===== config.mk =====
export PLATFORM = sky130hd
export DESIGN_NAME = data_sync
export DESIGN_NICKNAME = d
export VERILOG_FILES = /design/src/rtl/data_sync_pkg.sv /design/src/rtl/data_sync_sync_chain.sv /design/src/rtl/data_sync.sv
export SDC_FILE = /design/constraint.sdc
export NUM_CORES = 1
export LEC_CHECK = 0
export ABC_AREA = 1
export BUFFER_PORTS_ARGS = -buffer_cell sky130_fd_sc_hd__buf_2
export CORE_MARGIN = 2
export CORE_UTILIZATION = 50
export DETAILED_ROUTE_END_ITERATION = 16
export PLACE_DENSITY_LB_ADDON = 0.2
export SLEW_MARGIN = 20
export SYNTH_ARGS = -nofsm -noshare
export SYNTH_HDL_FRONTEND = slang
export SYNTH_SLANG_ARGS = --single-unit

===== constraint.sdc =====
create_clock -name CLK -period 1.69 [get_ports CLK]
set_clock_uncertainty 0.15 [all_clocks]
set_input_delay 0.338 -clock CLK [delete_from_list [all_inputs] [get_ports CLK]]
set_output_delay 0.338 -clock CLK [all_outputs]
set_load 0.1 [all_outputs]

===== src/rtl/data_sync_pkg.sv =====
// data_sync_pkg: shared types and constants for the data_sync bus synchronizer.
//   state_e          guard-window FSM encoding
//   OVERRUN_CNT_W    width of the overrun event counter
//   OVERRUN_CNT_MAX  saturation value of the overrun event counter
//   GUARD_CNT_W      width of the guard-window down counter (covers GUARD_CYCLES up to 255)
package data_sync_pkg;

    typedef enum logic [1:0] {
        IDLE    = 2'd0,
        CAPTURE = 2'd1,
        GUARD   = 2'd2
    } state_e;

    localparam int OVERRUN_CNT_W   = 8;
    localparam int OVERRUN_CNT_MAX = 255;
    localparam int GUARD_CNT_W     = 8;

    // Increment that sticks at OVERRUN_CNT_MAX instead of wrapping.
    function automatic logic [OVERRUN_CNT_W-1:0] sat_inc(input logic [OVERRUN_CNT_W-1:0] v);
        return (v == OVERRUN_CNT_W'(OVERRUN_CNT_MAX)) ? v : v + OVERRUN_CNT_W'(1);
    endfunction

endpackage


===== src/rtl/data_sync_sync_chain.sv =====
// sync_chain: NUM_STAGES-deep single-bit flop shifter for bringing a level
// signal into the clk_i domain. Also usable on acknowledge return paths.
//   clk_i  destination clock
//   rst_i  synchronous active-high reset, clears every stage
//   d_i    asynchronous level input
//   q_o    synchronized level (last stage)
module sync_chain #(
    parameter int NUM_STAGES = 2
) (
    input  logic clk_i,
    input  logic rst_i,
    input  logic d_i,
    output logic q_o
);

    logic [NUM_STAGES-1:0] chain_q;
    logic [NUM_STAGES-1:0] chain_d;

    // Stage 0 takes the raw input; each later stage takes its predecessor.
    assign chain_d = {chain_q[NUM_STAGES-2:0], d_i};

    always_ff @(posedge clk_i) begin
        if (rst_i) chain_q <= '0;
        else       chain_q <= chain_d;
    end

    assign q_o = chain_q[NUM_STAGES-1];

endmodule


===== src/rtl/data_sync.sv =====
// data_sync: multi-bit bus synchronizer for the CLK domain. A level enable
// from the source domain is synchronized; its rising edge captures the
// quasi-static source bus and emits a one-cycle enable_pulse. A guard-window
// FSM flags enable edges that arrive too soon after the previous capture.
//   CLK           destination clock
//   RST           synchronous active-high reset
//   unsync_bus    source-domain data, stable while bus_enable is high
//   bus_enable    source-domain level enable (asynchronous)
//   sync_bus      captured data, held between captures
//   enable_pulse  one-cycle strobe marking a new sync_bus value
//   overrun       sticky: an enable edge landed inside the guard window
//   overrun_cnt   saturating count of overrun events
//   ack_toggle    (only with DATA_SYNC_ACK_EN) inverts on every capture
// Build option: define DATA_SYNC_ACK_EN to add the ack_toggle handshake output.
module data_sync
    import data_sync_pkg::*;
#(
    parameter int NUM_STAGES   = 2,
    parameter int BUS_WIDTH    = 8,
    parameter int GUARD_CYCLES = 4
) (
    input  logic                     CLK,
    input  logic                     RST,
    input  logic [BUS_WIDTH-1:0]     unsync_bus,
    input  logic                     bus_enable,
    output logic [BUS_WIDTH-1:0]     sync_bus,
    output logic                     enable_pulse,
    output logic                     overrun,
    output logic [OVERRUN_CNT_W-1:0] overrun_cnt
`ifdef DATA_SYNC_ACK_EN
    ,
    output logic                     ack_toggle
`endif
);

    logic                     en_sync;
    logic                     pulse_q;
    logic                     edge_det;
    logic [BUS_WIDTH-1:0]     sync_bus_q;
    logic                     enable_pulse_q;
    logic                     overrun_q;
    logic [OVERRUN_CNT_W-1:0] overrun_cnt_q;
    logic [GUARD_CNT_W-1:0]   guard_cnt_q, guard_cnt_d;
    state_e                   state_q, state_d;
    logic                     load_guard, dec_guard, set_ovr;

    sync_chain #(.NUM_STAGES(NUM_STAGES)) u_en_sync (
        .clk_i (CLK),
        .rst_i (RST),
        .d_i   (bus_enable),
        .q_o   (en_sync)
    );

    // Rising edge of the synchronized enable; a long-held enable fires once.
    assign edge_det = en_sync & ~pulse_q;

    // FSM state register
    always_ff @(posedge CLK) begin
        if (RST) state_q <= IDLE;
        else     state_q <= state_d;
    end

    // FSM next state
    always_comb begin
        state_d = state_q;
        unique case (state_q)
            IDLE:    if (edge_det) state_d = CAPTURE;
            CAPTURE: state_d = GUARD;
            GUARD: begin
                if (edge_det)                state_d = CAPTURE;
                else if (guard_cnt_q == '0)  state_d = IDLE;
            end
            default: state_d = IDLE;
        endcase
    end

    // FSM outputs: guard counter control and overrun flagging
    always_comb begin
        load_guard = 1'b0;
        dec_guard  = 1'b0;
        set_ovr    = 1'b0;
        unique case (state_q)
            CAPTURE: load_guard = 1'b1;
            GUARD: begin
                if (edge_det) begin
                    set_ovr    = 1'b1;
                    load_guard = 1'b1;
                end else if (guard_cnt_q != '0) begin
                    dec_guard = 1'b1;
                end
            end
            default: ;
        endcase
    end

    always_comb begin
        guard_cnt_d = guard_cnt_q;
        if (load_guard)     guard_cnt_d = GUARD_CNT_W'(GUARD_CYCLES - 1);
        else if (dec_guard) guard_cnt_d = guard_cnt_q - GUARD_CNT_W'(1);
    end

    // Capture path and status registers. Capture happens on every edge, even
    // an overrun one; the flag only reports that the transfer was unsafe.
    always_ff @(posedge CLK) begin
        if (RST) begin
            pulse_q        <= 1'b0;
            sync_bus_q     <= '0;
            enable_pulse_q <= 1'b0;
            overrun_q      <= 1'b0;
            overrun_cnt_q  <= '0;
            guard_cnt_q    <= '0;
        end else begin
            pulse_q        <= en_sync;
            enable_pulse_q <= edge_det;
            guard_cnt_q    <= guard_cnt_d;
            if (edge_det) sync_bus_q <= unsync_bus;
            if (set_ovr) begin
                overrun_q     <= 1'b1;
                overrun_cnt_q <= sat_inc(overrun_cnt_q);
            end
        end
    end

    assign sync_bus     = sync_bus_q;
    assign enable_pulse = enable_pulse_q;
    assign overrun      = overrun_q;
    assign overrun_cnt  = overrun_cnt_q;

`ifdef DATA_SYNC_ACK_EN
    logic ack_q;

    always_ff @(posedge CLK) begin
        if (RST)           ack_q <= 1'b0;
        else if (edge_det) ack_q <= ~ack_q;
    end

    assign ack_toggle = ack_q;
`endif

endmodule


Yosys cells after proc, flatten, opt, wreduce, memory -nomap -nowiden
Index checks and enable logic that the tools add are counted.
{"block": "word_totals", "output_inout_bits": 18, "in_bits": 11, "reg_bits": 31}
{"block": "classes", "reduce_logical": 7, "eq_ne": 5, "mux": 12, "n_bitwise": 3, "n_addsub": 2}
{"cell": "2-bit two-way mux", "count": 5}
{"cell": "8-bit by 1-bit adder with 8-bit output (second input constant)", "count": 1}
{"cell": "8-bit equality test (second input constant)", "count": 1}
{"cell": "8-bit zero test", "count": 1}
{"cell": "8-bit nonzero test", "count": 1}
{"cell": "8-bit by 1-bit subtractor with 8-bit output (second input constant)", "count": 1}
{"cell": "2-bit one-hot mux with 3 select lines", "count": 1}
{"cell": "1-bit two-way mux", "count": 5}
{"cell": "2-bit AND reduction", "count": 2}
{"cell": "3-bit != test (second input constant)", "count": 1}
{"cell": "2-bit by 1-bit equality test with 1-bit output (second input constant)", "count": 1}
{"cell": "2-bit equality test (second input constant)", "count": 1}
{"cell": "2-bit zero test", "count": 1}
{"cell": "2-bit != test (second input constant)", "count": 1}
{"cell": "1-bit inverter", "count": 2}
{"cell": "1-bit one-hot mux with 2 select lines", "count": 1}
{"cell": "2-bit nonzero test", "count": 1}
{"cell": "2-bit OR reduction", "count": 1}
{"cell": "1-bit AND", "count": 1}

Depth between registers and ports, before layout
Gate-level depths: netlist of the first run.
{"block": "depth", "ltp_word": 6, "depth_mapped": 10, "mapped_depth_nobuf": 10}

Hierarchy
From an unflattened synthesis of the first run, not the netlist that was laid out.
{"block": "hier_totals", "hier_cells": 217, "area_unflattened_um2": 1559.0}
{"mod": "data_sync", "n_inst": 1, "area_each_um2": 1503.9, "cells_per_inst": 211}
{"mod": "sync_chain", "n_inst": 1, "area_each_um2": 55.1, "cells_per_inst": 6}

Worst setup path after synthesis of the first run
OpenSTA, ideal clock, no wires.
{"block": "synth_path", "path_type": "register to register", "startpoint": "register overrun_cnt_q[1] (netlist: overrun_cnt[1])", "endpoint": "register overrun_cnt_q[5] (netlist: overrun_cnt[5])", "path_stages_with_launch": 11, "period_less_slack_ps": 2174, "required_time_ps": 1424, "path_buffers": 0, "setup_slack_ps": -484, "arrival_ps": 1908, "path_cell_list": "dfxtp_1 > ha_1 > inv_1 > nor2_4 > nand2_2 > nand2_4 > inv_4 > nand2_1 > nand2_1 > nand2_1 > nor2_2"}
{"block": "synth_via", "elab_chain_len": 3, "word_cells_on_any_way": 4}
{"element": "start: declaration", "line_no": "data_sync.sv:42", "rtl": "logic [OVERRUN_CNT_W-1:0] overrun_cnt_q;"}
{"element": "start signal: assignment", "line_no": "data_sync.sv:119", "rtl": "overrun_cnt_q <= sat_inc(overrun_cnt_q);"}
{"element": "parallel branches: the longest is 3 deep, another holds 8-bit by 1-bit adder with 8-bit output"}
Parallel ways; which one is timed is not known.
A chain may end at the register's enable or synchronous reset.

Final worst setup path of the first run
{"block": "layout_path", "startpoint": "register overrun_cnt_q[5] (netlist: overrun_cnt[5])", "endpoint": "output port overrun_cnt[5]"}
{"element": "end: declaration", "line_no": "data_sync.sv:29", "rtl": "output logic [OVERRUN_CNT_W-1:0] overrun_cnt"}
No word-level cell between the ends.

==> metrics.yaml, run 1 <==
top_usage_layer: "met2"
ys_seq_elements: 31
cts_tree: "built"
drc: 0
setup-tns-final_ns: 0
max_stage_delay_ns: 0.44
rsz0062_at_grt: "no"
crit_start: "overrun_cnt[5]$_SDFFE_PP0P_"
clkTransAtPathRegs_ns: 0.10
syn_area_per_cell_um2: 7.17
numClockSinks: 31
via_per_inst: 4.66
cts_hold_buffers: 0
std_cell_rows: 20
place_congestion: 0.787
yosysTopAreaCell: "dfxtp_1"
gr-usage-met2_pct: 28.7
n_antenna_cell: 0
core_um2: 3050
critical_path.endpoint_type: "output port"
drive_gt1_share_pct: 27.5
hold_class: "in -> reg"
reg2reg_from: "state_q[0]$_SDFFE_PP0P_"
min_from: "bus_enable"
period_needed_ns: 1.65
gr-usage-met3_pct: 5.97
ioPinCount: 29
die_h_um: 60.7
critPathKind: "reg -> out"
crit_slowest_cell: "buf_2"
die_x_um: 60.7
htreeDepth: 2
start_kind: "flip-flop"
routed_wl_um: 3010
p_leak_nw: 0.896
stdcell_area_um2: 1900
synth.top_cell.area_share_pct: 38.7
synth-seq-area-share_pct: 38.7
dr.first_iter.drc_count: 77
use_met1_pct: 24.9
syn_area_um2: 1610
setup_viol: 0
num_vias: 1406
grt.total_usage_pct: 18.8
postCtsSetupRepairBufs: 0
async_reset_ff_share_pct: 0
cap_violations: 0
syn_inst: 224
placed_cells: 294
ctsResizeCount: 0
cts_root_buffer: "clkbuf_4"
synth_flop_cell: "dfxtp_1"
instances_no_fill: 302
synth_warnings: 0
grt_pass1_vias: 1194
cp.required_ns: 1.20
wl_per_cell_um: 9.96
hold_violations: 0
dieArea_um2: 3680
clock_path_buffers: 2
arrival_ns: 1.16
grt_pass1_wl_um: 5060
syn2layout_area_growth_pct: 18.2
cts_buffers: 5
first_pass_iters: 4
grt_max_degree: 14
io_buffers: 28
mostFrequentLayoutCell: "nand2_1"
cp_top_family: "buffers and inverters"
ant_nets: 0
ys_top_cells_by_area: "dfxtp_1 39%, nand2_1 11%, nor2_1 9.6%"
outcome: "finished clean"
fin_nets: 276
antenna_found_initial: 0
ir_worst_vdd_mv: 0.857
path_cells: "buf_2"
slew_headroom_pct: 67.5
hpwl_um: 2200
clock_latency_ns: 0.34
worst_slew_pin_slew_ns: 0.491
fin_crit_sh_pct: 97.4
finalMaxSlewViolations: 0
cp_max_fo: 5
synth-edff-count: 0
fmax_ghz: 0.608
place_area_um2: 1800
synth_fp_nets: 243
layout_common_cells: "45 x nand2_1, 41 x nor2_1, 29 x inv_1, 26 x buf_2, 22 x dfxtp_1"
start_util_pct: 52.6
ys_types: 28
critPathBufInv: 1
powerDensity_nw_per_um2: 1560
globalRouteOverflowTotal: 0
state kept, by name, summed over array words and instances (netlist names):
signal             cells
overrun_cnt            8
enable_pulse           1
guard_cnt_q            8
overrun                1
state_q                2
pulse_q                1
u_en_sync.chain_q      2
sync_bus               8
through the flow:
step                      util (%)  power (mW)  hold slack [ns]  setup slack [ns]
after floorplan                  -        2.12            0.238            0.0491
after global routing          62.2        3.22           0.0253           0.00490
after detailed placement      58.9        2.34            0.250            0.0783
after CTS                     61.8        2.97           0.0382            0.0223
final                         62.2        2.97           0.0471            0.0442
after global placement        58.9        2.32            0.250             0.166
synth_stat cells (2+ instances only):
master / count
o21ai_1: 4
nand2_2: 5
nand2_1: 46
buf_2: 2
nor2_2: 6
inv_1: 29
nand2_4: 3
o21ai_0: 13
a21oi_1: 11
nand3_1: 7
nor2_4: 3
ha_1: 8
nor2_1: 41
xor2_1: 2
dfxtp_1: 31
layer usage:
layer / routed length, um / vias up
li1: - / 761
met1: 1470 / 604
met2: 1340 / 36
met3: 154 / 5
met4: 45 / 0
met5: 0 / -
worst min-delay path, stage by stage:
cell,delay (ns)
buf_2,0.10
inv_1,0.04
nor2_1,0.03
path summary, 6_finish.rpt:
| kind | end | slack (ns) | cells after the start |
|---|---|---|---|
| worst max-delay path | overrun_cnt[5] | 0.04 | 1 |
| worst min-delay path | u_en_sync.chain_q[0]$_SDFF_PP0_ | 0.05 | 3 |
| worst max register to register | overrun_cnt[6]$_SDFFE_PP0P_ | 0.18 | 9 |
| worst min register to register | u_en_sync.chain_q[1]$_SDFF_PP0_ | 0.26 | 2 |
cells by family (layout without fill, tap and decap cells):
family                   count (synthesis)  in the layout  synth area share [%]
AO/OA/AOI/OAI                           31             31                  10.1
XOR/XNOR                                 2              2                  1.09
adder cells (fa/ha/maj)                  8              8                  6.24
buffers and inverters                   35             69                  9.20
flip-flops                              31             31                  38.7
AND/OR/NAND/NOR                        117            117                  34.7
report_power, final:
part | leakage (nW) | internal (mW) | total, mW | switching (mW)
Clock | 0.0482 | 0.349 | 0.618 | 0.268
Combinational | 0.591 | 0.480 | 1.43 | 0.947
Sequential | 0.257 | 0.835 | 0.925 | 0.0899
Total | 0.896 | 1.66 | 2.97 | 1.31
layout make-up:
cell class              count  area [um2]
repair buffers             29         153
clock buffers               6        51.3
clock inverters             2        35.0
fillers                   292        1150
multi-input cells         158         843
flip-flops and latches     31         637
inverters                  32         124
well taps                  44        55.1
Note: power is estimated with default switching activity, not from simulation.
==> inputs of run 2 (changes only) <==
CTS_BUF_LIST = sky130_fd_sc_hd__clkbuf_16   (was default)
==> run 2 against run 1 <==
  * Global-route usage rose by 0.66 points
  * Sequential share of layout area fell by 1.3 points
  * Flip-flop and latch count did not move
  * Total power rose by 13%
  * Setup slack improved by 0.078 ns
  * Non-clock buffer count did not move
  * Count of clock-buffer cells in the layout fell by 1
  * Maximum frequency rose by 4.9%
  * Critical path type unchanged
  * Largest cell class unchanged
==> metrics.yaml, run 2 (same netlist as run 1, synthesis figures left out) <==
numClockSinks: 31
worst_slew_pin_slew_ns: 0.490
n_antenna_cell: 0
stdcell_area_um2: 1970
critPathBufInv: 1
worst_hold_slack_ns: 0.119
multi_input_area_um2: 843
ioPinCount: 29
arrival_ns: 1.08
clkTransAtPathRegs_ns: 0.05
syn2layout_area_growth_pct: 22.7
core_um2: 3050
clock_path_buffers: 2
die_h_um: 60.7
postCtsSetupRepairBufs: 0
setup-tns-final_ns: 0
cp_max_fo: 5
crit_slowest_cell: "buf_2"
fin_crit_sh_pct: 92.8
drive_gt1_share_pct: 26.7
hpwl_um: 2200
cts_tree: "built"
max_stage_delay_ns: 0.44
ir_worst_vdd_mv: 1.01
num_vias: 1407
n_fill_cell: 273
rsz0062_at_grt: "no"
hold_class: "in -> reg"
min_from: "bus_enable"
hold_violations: 0
cp_top_family: "buffers and inverters"
p_leak_nw: 0.930
routed_wl_um: 3070
cap_violations: 0
clock_latency_ns: 0.27
grt_pass1_vias: 1249
fmax_ghz: 0.638
htreeDepth: 2
place_congestion: 0.787
min_to: "u_en_sync.chain_q[0]$_SDFF_PP0_"
cts_root_buffer: "clkbuf_16"
dieArea_um2: 3680
period_needed_ns: 1.57
rr_worst_depth: 10
layout_common_cells: "45 x nand2_1, 41 x nor2_1, 29 x inv_1, 28 x buf_2, 23 x dfxtp_1"
antenna_found_initial: 0
cts_buffers: 5
start_kind: "flip-flop"
r2r_end: "overrun_cnt[5]$_SDFFE_PP0P_"
dr.first_iter.drc_count: 77
r2r_setup_slack_ns: 0.16
std_cell_rows: 20
powerDensity_nw_per_um2: 1700
path_cells: "buf_2"
grt.total_usage_pct: 19.5
hold_depth: 3
setup_viol: 0
drc: 0
grt_max_degree: 14
io_buffers: 28
globalRouteOverflowTotal: 0
critical_path.endpoint_type: "output port"
die_x_um: 60.7
via_per_inst: 4.66
wl_per_cell_um: 10.2
ant_nets: 0
reg2reg_from: "state_q[0]$_SDFFE_PP0P_"
first_pass_iters: 4
grt_pass1_wl_um: 5310
mostFrequentLayoutCell: "nand2_1"
fin_nets: 276
seqCellArea_um2: 636
critPathKind: "reg -> out"
slew_headroom_pct: 67.5
place_area_um2: 1800
outcome: "finished clean"
start_util_pct: 52.6
cp.required_ns: 1.20
finalMaxSlewViolations: 0
-- run 2: changes by cell type in the layout (fill, tap and decap cells not counted), sizes merged --
cell,before,now
clkinv,2,3
clkbuf,8,5
buf,27,29
-- run 2: worst max-delay path by stage --
stage | startpoint | end | depth (start not counted)
after detailed placement | state_q[0]$_SDFFE_PP0P_ | guard_cnt_q[2]$_SDFFE_PP0P_ | 7
after global placement | state_q[0]$_SDFFE_PP0P_ | guard_cnt_q[3]$_SDFFE_PP0P_ | 7
after global routing | state_q[0]$_SDFFE_PP0P_ | overrun_cnt[5]$_SDFFE_PP0P_ | 10
final | overrun_cnt[4]$_SDFFE_PP0P_ | overrun_cnt[4] | 1
after CTS | state_q[0]$_SDFFE_PP0P_ | guard_cnt_q[2]$_SDFFE_PP0P_ | 7
after floorplan | overrun_cnt[1]$_SDFFE_PP0P_ | overrun_cnt[5]$_SDFFE_PP0P_ | 10
-- run 2: metrics by stage --
step           instances  utilization, %  setup WS [ns]  power (mW)
3_5_place_dp         294            58.9         0.0783        2.34
2_1_floorplan        224               -         0.0491        2.12
3_3_place_gp         294            58.9          0.166        2.32
6_report             302            64.5          0.122        3.35
4_1_cts              302            64.3         0.0537        3.36
5_1_grt              302            64.5        0.00266        3.62
-- run 2: repair_timing --
action,CTS,global route
hold buffers,0,0
gates resized for setup,0,2
setup endpoints to repair,0,8
-- run 2: layer usage --
| metal | vias to the layer above | global-route usage [%] | share of wire [%] |
|---|---|---|---|
| met3 | 4 | 5.33 | 4.5 |
| li1 | 760 | - | - |
| met5 | - | 0 | 0 |
| met2 | 34 | 30.4 | 45 |
| met4 | 0 | 7.45 | 1.4 |
| met1 | 609 | 25.8 | 49 |
-- run 2: cell type report --
type                            instances  area share, %
Clock buffer                            5           6.35
Clock inverter                          3           1.97
Inverter                               32           6.29
Multi-Input combinational cell        158           42.8
Sequential cell                        31           32.3
Tap cell                               44           2.80
Timing Repair Buffer                   29           7.50
-- run 2: where the power goes --
part           switching, mW  total, mW  internal [mW]
Sequential            0.0929      0.928          0.835
Combinational          0.953       1.43          0.481
Clock                  0.304      0.990          0.686
Total                   1.35       3.35           2.00
==> inputs of run 3 (changes only) <==
ABC_AREA = default   (was 1)
CAP_MARGIN = 10   (was default)
CORE_UTILIZATION = 36   (was 50)
==> run 3 against run 2 <==
  * The run now ends with setup timing left
  * Combinational power decreased by 90%
  * Non-clock buffer count increased by 22
  * Final cell count decreased by 16%
  * Via count decreased by 11%
  * Critical path type is now reg -> reg
  * Largest cell class unchanged
==> metrics.yaml, run 3 <==
async_reset_ff_share_pct: 0
synth_fp_nets: 169
clock_path_buffers: 2
n_fill_cell: 350
fin_crit_sh_pct: 110
via_per_inst: 4.97
synth_flop_cell: "dfxtp_1"
pwr-share-clk_pct: 48.0
wl_per_cell_um: 12.8
violations: "setup timing"
numClockSinks: 31
synth-seq-area-share_pct: 45.1
p_int_mw: 1.30
die_h_um: 65.8
ir_worst_vdd_mv: 0.573
layout_common_cells: "28 x buf_2, 22 x buf_4, 20 x nand2_1, 19 x dfxtp_1, 12 x a21oi_1"
switching_share_pct: 23.1
ant_nets: 0
core_um2: 3660
antenna_found_initial: 0
place_congestion: 0.815
grt_pass1_vias: 1273
ys_seq_elements: 31
outcome: "finished, violations left"
dr.first_iter.drc_count: 32
setup_viol: 10
critPathKind: "reg -> reg"
dp_slack_ns: -0.239
rsz0062_at_grt: "yes"
ys_top_cells_by_area: "dfxtp_1 45%, ha_1 7.3%, a21oi_1 5.8%"
syn_area_per_cell_um2: 9.17
grt.total_usage_pct: 16.4
synth.most_common_cell: "dfxtp_1"
fin_nets: 223
r2r_setup_slack_ns: -0.17
r2r_end: "guard_cnt_q[1]$_SDFFE_PP0P_"
dieArea_um2: 4330
placed_cells: 239
routed_wl_um: 3230
cp_max_fo: 5
clock_latency_ns: 0.27
syn2layout_area_growth_pct: 46.5
synth-edff-count: 0
worst_hold_slack_ns: 0.137
rr_worst_depth: 6
start_kind: "flip-flop"
setup_slack_ns: -0.174
drive_gt1_share_pct: 46.8
min_from: "bus_enable"
cts_buffers: 5
crit_start: "guard_cnt_q[0]$_SDFFE_PP0P_"
cts_tree: "built"
fmax_ghz: 0.536
arrival_ns: 1.92
cp.required_ns: 1.74
drc: 0
cts_hold_buffers: 0
hold_depth: 2
powerDensity_nw_per_um2: 838
p_leak_nw: 0.881
instances_no_fill: 253
crit_end: "guard_cnt_q[1]$_SDFFE_PP0P_"
std_cell_rows: 22
grt_pass1_wl_um: 5380
first_pass_iters: 4
combPwrFrac_pct: 8.1
io_buffers: 28
globalRouteOverflowTotal: 0
ioPinCount: 29
hold_class: "in -> reg"
reg2reg_from: "guard_cnt_q[0]$_SDFFE_PP0P_"
start_util_pct: 37.6
hpwl_um: 2300
slew_headroom_pct: 66.4
hold_violations: 0
cts_root_buffer: "clkbuf_16"
ys_types: 37
synth_warnings: 0
grt_max_degree: 15
yosysTopAreaCell: "dfxtp_1"
stdcell_area_um2: 2010
clkTransAtPathRegs_ns: 0.05
worst_slew_pin_slew_ns: 0.504
p_total_mw: 1.69
n_antenna_cell: 0
cap_violations: 0
die_x_um: 65.8
finalMaxSlewViolations: 0
place_area_um2: 1770
htreeDepth: 2
period_needed_ns: 1.86
mostFrequentLayoutCell: "buf_2"
syn_inst: 150
p_seq_share_pct: 43.9
num_vias: 1257
synth.top_cell.area_share_pct: 45.1
synth_common_cells: "31 x dfxtp_1, 20 x nand2_1, 16 x a21oi_1"
critical_path.endpoint_type: "flip-flop"
syn_area_um2: 1380
switching_power_mw: 0.389
==> run 3: critical path, stage by stage (launching register included) <==
cell,delay (ns)
dfxtp_2,0.32
inv_2,0.07
ha_4,0.12
or3b_4,0.42
o211ai_4,0.27
mux2_4,0.33
a21oi_2,0.11
==> run 3: metal layers <==
metal / track usage [%] / vias up / part of all wire (%)
met3: 4.26 / 6 / 2.7
met4: 7.81 / 0 / 1.3
met5: 0 / - / 0
met1: 17.9 / 589 / 42
met2: 29.4 / 25 / 54
li1: - / 637 / -
==> run 3: final cells by class <==
type	count	area, um2	area share (%)
Multi-Input combinational cell	110	830	41.2
Tap cell	48	60.1	2.98
Clock buffer	5	125	6.21
Sequential cell	31	653	32.4
Inverter	5	18.8	0.932
Clock inverter	3	11.3	0.559
Timing Repair Buffer	51	317	15.7
==> run 3: stage by stage <==
stage,util [%],setup TNS [ns]
after global routing,55.0,-1.72
after CTS,53.3,-1.03
after detailed placement,48.4,-1.24
after floorplan,-,-0.676
after global placement,48.4,-0.862
final,55.0,-0.964
==> run 3: worst min path at each step <==
stage               slack [ns]                               to
detailed placement        0.28  u_en_sync.chain_q[1]$_SDFF_PP0_
CTS                       0.13  u_en_sync.chain_q[0]$_SDFF_PP0_
global route              0.15  u_en_sync.chain_q[0]$_SDFF_PP0_
floorplan                 0.26  u_en_sync.chain_q[1]$_SDFF_PP0_
finish                    0.14  u_en_sync.chain_q[0]$_SDFF_PP0_
global placement          0.27  u_en_sync.chain_q[1]$_SDFF_PP0_
==> run 3: kinds of logic after synthesis <==
family / synth area share, %
and+or+nand+nor: 21.7
AOI/OAI and AO/OA: 16.3
DFF: 45.1
buffers and inverters: 2.73
adders and majority gates: 7.28
xor gates and xnor gates: 3.82
muxes: 3.09
==> run 3: what timing repair did <==
item                       4_1_cts  5_1_grt
pin swaps                        2        8
cloned                           1        0
gates resized for setup          3       10
buffers inserted                 3        2
hold endpoints to repair         0        0
setup endpoints to repair       11       15
==> run 3: power by group through the flow <==
stage | clock [mW] | combinational, mW | sequential, mW
floorplan | 0 | 0.0416 | 0.807
global placement | 0 | 0.129 | 0.754
detailed placement | 0 | 0.131 | 0.755
CTS | 0.839 | 0.134 | 0.740
global route | 0.873 | 0.146 | 0.741
finish | 0.811 | 0.137 | 0.740
